### config.mk
export PLATFORM = sky130hd
export DESIGN_NAME = fft4_input_framer
export DESIGN_NICKNAME = d
export VERILOG_FILES = /design/src/rtl/fft4_input_framer.sv
export SDC_FILE = /design/constraint.sdc
export NUM_CORES = 1
export LEC_CHECK = 0
export ABC_CLOCK_PERIOD_IN_PS = 10660
export CORE_MARGIN = 2
export CORE_UTILIZATION = 49
export DETAILED_ROUTE_END_ITERATION = 16
export GPL_TIMING_DRIVEN = 0
export PLACE_DENSITY = 0.72
export SYNTH_ARGS = -nofsm -noshare
export SYNTH_HDL_FRONTEND = slang
export SYNTH_SLANG_ARGS = --single-unit
### constraint.sdc
create_clock -name clk -period 10.66 [get_ports clk]
set_input_delay 2.132 -clock clk [delete_from_list [all_inputs] [get_ports clk]]
set_output_delay 2.132 -clock clk [all_outputs]
set_load 0.03 [all_outputs]
### src/rtl/fft4_input_framer.sv
// Streaming front end for the 4-point FFT core: collects 4-sample frames in a
// ping-pong buffer and launches each completed frame on the core's parallel inputs.
module fft4_input_framer #(
   parameter int WIDTH = 32,
   parameter int CNT_W = 16
) (
   input  logic             clk,
   input  logic             rst,
   input  logic             flush,
   input  logic             s_valid,
   input  logic [WIDTH-1:0] s_data,
   output logic             s_ready,
   output logic [WIDTH-1:0] fft_in0,
   output logic [WIDTH-1:0] fft_in1,
   output logic [WIDTH-1:0] fft_in2,
   output logic [WIDTH-1:0] fft_in3,
   output logic             fft_start,
   input  logic             fft_done,
   output logic             busy,
   output logic [CNT_W-1:0] frame_cnt
);

   typedef enum logic [1:0] {IDLE, START, BUSY} state_t;

   state_t           state;
   logic [WIDTH-1:0] bank [2][4];
   logic             wr_bank;
   logic             rd_bank;
   logic [1:0]       wr_idx;
   logic [1:0]       full;
   logic             done_q;
   logic             accept;
   logic             launch;

   assign s_ready = !full[wr_bank];
   // flush wins over a same-cycle sample
   assign accept  = s_valid && s_ready && !flush;
   assign launch  = (state == IDLE) && full[rd_bank];
   assign busy    = (state != IDLE);

   // Sample storage carries no reset: validity is tracked solely by full[].
   always_ff @(posedge clk) begin
      if (accept)
         bank[wr_bank][wr_idx] <= s_data;
   end

   always_ff @(posedge clk or posedge rst) begin
      if (rst) begin
         wr_bank <= 1'b0;
         wr_idx  <= 2'd0;
      end else if (flush) begin
         wr_idx <= 2'd0;
      end else if (accept) begin
         wr_idx <= wr_idx + 2'd1;
         if (wr_idx == 2'd3)
            wr_bank <= !wr_bank;
      end
   end

   // Launch and completion always touch different banks: a full bank refuses writes.
   always_ff @(posedge clk or posedge rst) begin
      if (rst) begin
         full <= 2'b00;
      end else begin
         if (launch)
            full[rd_bank] <= 1'b0;
         if (accept && wr_idx == 2'd3)
            full[wr_bank] <= 1'b1;
      end
   end

   always_ff @(posedge clk or posedge rst) begin
      if (rst) begin
         state     <= IDLE;
         rd_bank   <= 1'b0;
         fft_in0   <= '0;
         fft_in1   <= '0;
         fft_in2   <= '0;
         fft_in3   <= '0;
         fft_start <= 1'b0;
         frame_cnt <= '0;
         done_q    <= 1'b0;
      end else begin
         done_q <= fft_done;
         case (state)
            IDLE: begin
               if (launch) begin
                  fft_in0   <= bank[rd_bank][0];
                  fft_in1   <= bank[rd_bank][1];
                  fft_in2   <= bank[rd_bank][2];
                  fft_in3   <= bank[rd_bank][3];
                  rd_bank   <= !rd_bank;
                  fft_start <= 1'b1;
                  frame_cnt <= frame_cnt + 1'b1;
                  state     <= START;
               end
            end
            START: begin
               fft_start <= 1'b0;
               state     <= BUSY;
            end
            BUSY: begin
               // only a fresh rising edge completes; a level left high is ignored
               if (fft_done && !done_q)
                  state <= IDLE;
            end
            default: begin
               fft_start <= 1'b0;
               state     <= IDLE;
            end
         endcase
      end
   end

endmodule

Word-level counts from Yosys, hierarchy flattened
Memories as Yosys holds them, arrays and structs flattened. A register that Yosys moved wholly into a read port is not among the register bits.
Cells that the tools add are included.
{ "totals": {"mem_count": 1, "mem_bits_rw": 256, "reg_bits": 26, "input_bits": 37, "output_inout_bits": 147} }
{ "memory_table": {"columns": ["memory", "depth", "width", "read_ports", "rd_ports_with_merged_regs", "wr", "line_no", "rtl"], "rows": [
  ["bank", 2, 128, 1, 1, 1, "26", "logic [WIDTH-1:0] bank [2][4];"]
]} }
{ "classes": {"n_addsub": 2, "eq_ne": 5, "bitwise_logic": 6, "magnitude_cmp": 6, "mux": 21, "n_reduce_logical": 20} }
{ "ops": {"columns": ["cell", "n"], "rows": [
  ["128-bit 2-to-1 mux", 1],
  ["32-bit demux with 2-bit select", 1],
  ["32-bit 2-to-1 mux", 1],
  ["16-bit by 1-bit adder with 16-bit output, second input constant", 1],
  ["2-bit 2-to-1 mux", 6],
  ["1-bit logical AND", 8],
  ["1-bit 2-to-1 mux", 8],
  ["2-bit one-hot mux with 3 select lines", 1],
  ["2-bit AND reduction", 3],
  ["1-bit zero test", 5],
  ["2-bit equality test, second input constant", 2],
  ["1-bit by 2-bit less-than comparator with 1-bit output, second input constant", 2],
  ["2-bit != test, second input constant", 2],
  ["2-bit nonzero test", 2],
  ["3-bit >= comparator, second input constant", 1],
  ["3-bit by 1-bit less-than comparator with 1-bit output, second input constant", 1],
  ["2-bit NOT with 3-bit output", 1],
  ["3-bit AND reduction", 1],
  ["2-bit by 1-bit adder with 2-bit output, second input constant", 1],
  ["2-bit AND", 1],
  ["1-bit demux with 1-bit select", 2],
  ["2-bit by 1-bit equality test with 1-bit output, second input constant", 1],
  ["1-bit >= comparator, second input constant", 2],
  ["2-bit zero test", 1],
  ["4 further kinds", 5]
]} }

Depth between registers and ports, before layout
{ "depth": {"word_depth": 9, "ltp_mapped": 8, "mapped_depth_nobuf": 5} }

Worst setup path after synthesis
OpenSTA, ideal clock, no wires.
{ "synth_path": {"path_kind": "input to register", "startpoint": "input flush", "endpoint": "memory bank[0][100] (netlist bit), enable pin", "required_time_ns": 10.268, "setup_time_ns": 0.392, "cell_stages": 2, "arrival_time_ns": 3.371, "setup_slack_ns": 6.897, "path_cell_list": "nor4b_1 -> and2_1"} }
{ "synth_between": {"elab_chain_cells": 4} }
{ "synth_lines": {"columns": ["element", "line_no", "rtl"], "rows": [
  ["from (decl)", "9", "input logic flush,"],
  ["1-bit zero test", "37", "assign accept = s_valid && s_ready && !flush;"],
  ["1-bit logical AND", "37", null],
  ["1-bit 2-to-1 mux", "43", "if (accept)"],
  ["128-bit 2-to-1 mux (implied by the code)", "44", "bank[wr_bank][wr_idx] <= s_data;"],
  ["to (decl)", "26", null]
]} }
No other way between the ends.

Final worst setup path
{ "layout_path": {"startpoint": "register wr_bank", "endpoint": "output s_ready"} }
{ "layout_between": {"elab_chain_cells": 3} }
{ "layout_lines": {"columns": ["element", "line_no", "rtl"], "rows": [
  ["from (decl)", "27", "logic wr_bank;"],
  ["from (signal assigned)", "56", "wr_bank <= !wr_bank;"],
  ["1-bit 2-to-1 mux (implied by the code) (2 in a row)", "35", "assign s_ready = !full[wr_bank];"],
  ["1-bit zero test", "35", null],
  ["to (decl)", "12", "output logic s_ready,"]
]} }
No other way between the ends. The select of a mux whose other input is x is not followed.

==> key figures <==
Placed design
  – PortBufs: around 180
  – Post-DP HPWL: roughly 22 mm
  – Area after DPL: about 17000 µm²
  – Placed cells: 1510
  – GPL Wtd Cong: roughly 0.75
  – Placement Setup Slack: about 6.1 ns

CTS
  – Clock-pin slew of the registers on the worst-case setup and hold paths: about 0.060 ns
  – Htree depth: 2
  – Root Buffer: clkbuf_16
  – Hold bufs inserted after CTS: 0
  – # clock sinks: around 400
  – Clock buffer depth: 3
  – Total CTS buffers: just over 40
  – Clk_lat worst skew: about 0.53 ns
  – Post-cts sizing count: 0
  – CTS tree: built
  – Post-CTS Setup Repair Bufs: 0

Finish
  – Fin nets: 1205
  – Multi-input logic area: roughly 3000 µm²
  – Layout cells sized above 1: 0.0878
  – Area delta synth->final: 25.7%
  – Most frequent cells in the layout: 256 x edfxtp_1, 183 x clkdlybuf4s50_1, 154 x dfrtp_1
  – Design area: approximately 19000 µm²
  – Antenna cell count: 0
  – Storage element area: 11500 µm²
  – Most common cell after layout, fill and taps aside: edfxtp_1
  – Non-filler cells, final: ~1600
  – # fillers: between 2000 and 2500

Flow run
  – Max-Cap Viols: 0

Global route
  – First-pass GRT wire length: ~50 mm
  – Initial antenna violation count: 0
  – Pin count of the biggest net entering global routing: 81
  – Vias in the first global route: around 8700
  – Total track usage: 0.219
  – Total gr overflow: 0

Drt
  – WL/cell: 21.2 µm
  – Via count: 8496
  – Final wirelength: around 34 mm
  – Routed Antenna Nets: 0
  – Via/cell ratio: 5.36
  – DRC viols: 0
  – Initial DRC Count: between 700 and 800
  – DRT Pass-1 Iters: 5

Worst setup path
  – Worst EP arrival: roughly 2 ns
  – Worst path cell trace: mux2i_1 > clkdlybuf4s50_1
  – Critical path class: register to output port
  – Critical Path RT: around 8.5 ns
  – Largest stage delay, worst path: roughly 0.73 ns
  – Startpoint Class: register
  – Setup crit end kind: output port
  – Slowest cell on crit path: clkdlybuf4s50_1
  – Crit Path Max Fanout: 4

Floorplan
  – Total Die Area: between 30000 and 40000 µm²
  – Die Y: 178 µm
  – Num rows: 63
  – Die W: ~180 µm
  – Initial Util: 0.498
  – Core area: 29600 µm²
  – I/O Pins: ~180

Pwr
  – Power per cell area: between 200 and 250 nW/µm²
  – Power, Total: between 4 and 5 mW
  – Lkg Pwr: roughly 7.9 nW
  – Worst vdd ir: 162 µV

STA
  – Highest clock rate: 243 MHz
  – Max-slew violations: 0
  – Slew HR: 0.355
  – Final setup fails: 0
  – Worst setup margin: 6.55 ns
  – Post-route setup TNS: 0 ns
  – Final period utilization: 0.385
  – Final worst path period need: between 4 and 5 ns
  – RSZ-0062 raised after global routing: false
  – Least-Margin Pin Slew: 0.968 ns
  – Final Hold Fails: 0
  – Clk_skew: 0.0163 ns

Min path
  – Worst hold path type: register to register

Logic synthesis
  – Synth top area share: 0.520
  – Yosys Warn Count: 0
  – FF+latch count, synth: 410
  – Synth Area per Inst: about 16 µm²
  – Post-synth top area cell: edfxtp_1
  – Top cells by area, synth: edfxtp_1 52%, dfrtp_1 26%, mux2i_1 8.8%
  – Yosys cell types: 34
  – Synthesized area: ~15000 µm²
  – Mapped Nets: 971
  – Register area share after synthesis: 0.781
  – Mapped Cells: 929

Outcome
  – Outcome: complete, no violations
[through the flow]
stage	utilization	hold slack (ns)
after floorplan	-	0.443
after global placement	0.577	0.456
after detailed placement	0.584	0.471
after CTS	0.626	0.484
after global routing	0.626	0.501
final	0.626	0.477
[synthesized netlist by cell type (all sizes together)]
master,number
nor2,5
nor4,4
or4,1
or3,1
edfxtp,256
clkbuf,25
a21o,1
nor4b,1
ha,5
dfrtp,154
nor4bb,1
nand2b,1
nor3,5
inv,12
xor2,6
o21ai,132
xnor2,10
a21oi,1
nand3,6
and2,7
a31oi,1
nand4,3
buf,19
mux2i,130
mux2,1
nand2,141
[area by class of cell]
class	instances	area share
well taps	390	0.0263
repair buffers	191	0.109
multi-input cells	463	0.160
clock inverters	18	0.00512
plain buffers	44	0.0119
flip-flops and latches	410	0.622
clock buffers	58	0.0631
inverters	12	0.00283
[sequential cells by signal (all words and copies together) (netlist names), 2 cells and up]
signal     cells
fft_in3       32
fft_in0       32
bank         256
wr_idx         2
frame_cnt     16
fft_in2       32
full           2
state          2
fft_in1       32
[kinds of logic after synthesis]
kind of cell / count (synthesis) / synth area share
muxes: 131 / 0.0888
DFF: 410 / 0.781
and+or+nand+nor: 176 / 0.0523
buffers and inverters: 56 / 0.0180
xor gates and xnor gates: 16 / 0.00948
adders and majority gates: 5 / 0.00423
AOI/OAI and AO/OA: 135 / 0.0460
[worst paths after layout]
check | from | endpoint | slack [ns] | depth (start not counted)
min in group asynchronous | rst | fft_in3[23]$_DFFE_PP0P_ | 2.10 | 2
max reg2reg | wr_bank$_DFFE_PP0P_ | bank[0][2]$_DFFE_PP_ | 8.35 | 3
min | fft_in2[16]$_DFFE_PP0P_ | fft_in2[16]$_DFFE_PP0P_ | 0.48 | 2
max in group asynchronous | rst | fft_in3[1]$_DFFE_PP0P_ | 7.71 | 3
min reg2reg | fft_in2[16]$_DFFE_PP0P_ | fft_in2[16]$_DFFE_PP0P_ | 0.48 | 2
max | wr_bank$_DFFE_PP0P_ | s_ready | 6.55 | 2
[layer usage]
metal	GRT usage	vias to the layer above	part of all wire
met4	0.0598	0	0.020
met5	0	-	0
met1	0.305	4348	0.44
met2	0.360	270	0.49
met3	0.0362	43	0.053
li1	-	3835	-
[worst max-delay path, delay by kind of cell, from the launching register on]
family / cells / cell delay, ns
buffers and inverters: 1 / 0.73
flip-flops: 1 / 0.40
multiplexers: 1 / 0.33
[report_power, final]
| group | internal (mW) | leakage [nW] | total [mW] | switching, mW |
|---|---|---|---|---|
| registers | 1.91 | 4.16 | 2.05 | 0.137 |
| logic | 0.385 | 3.11 | 0.979 | 0.594 |
| clock network | 0.769 | 0.620 | 1.35 | 0.578 |
(Power assumes the default switching activity.)
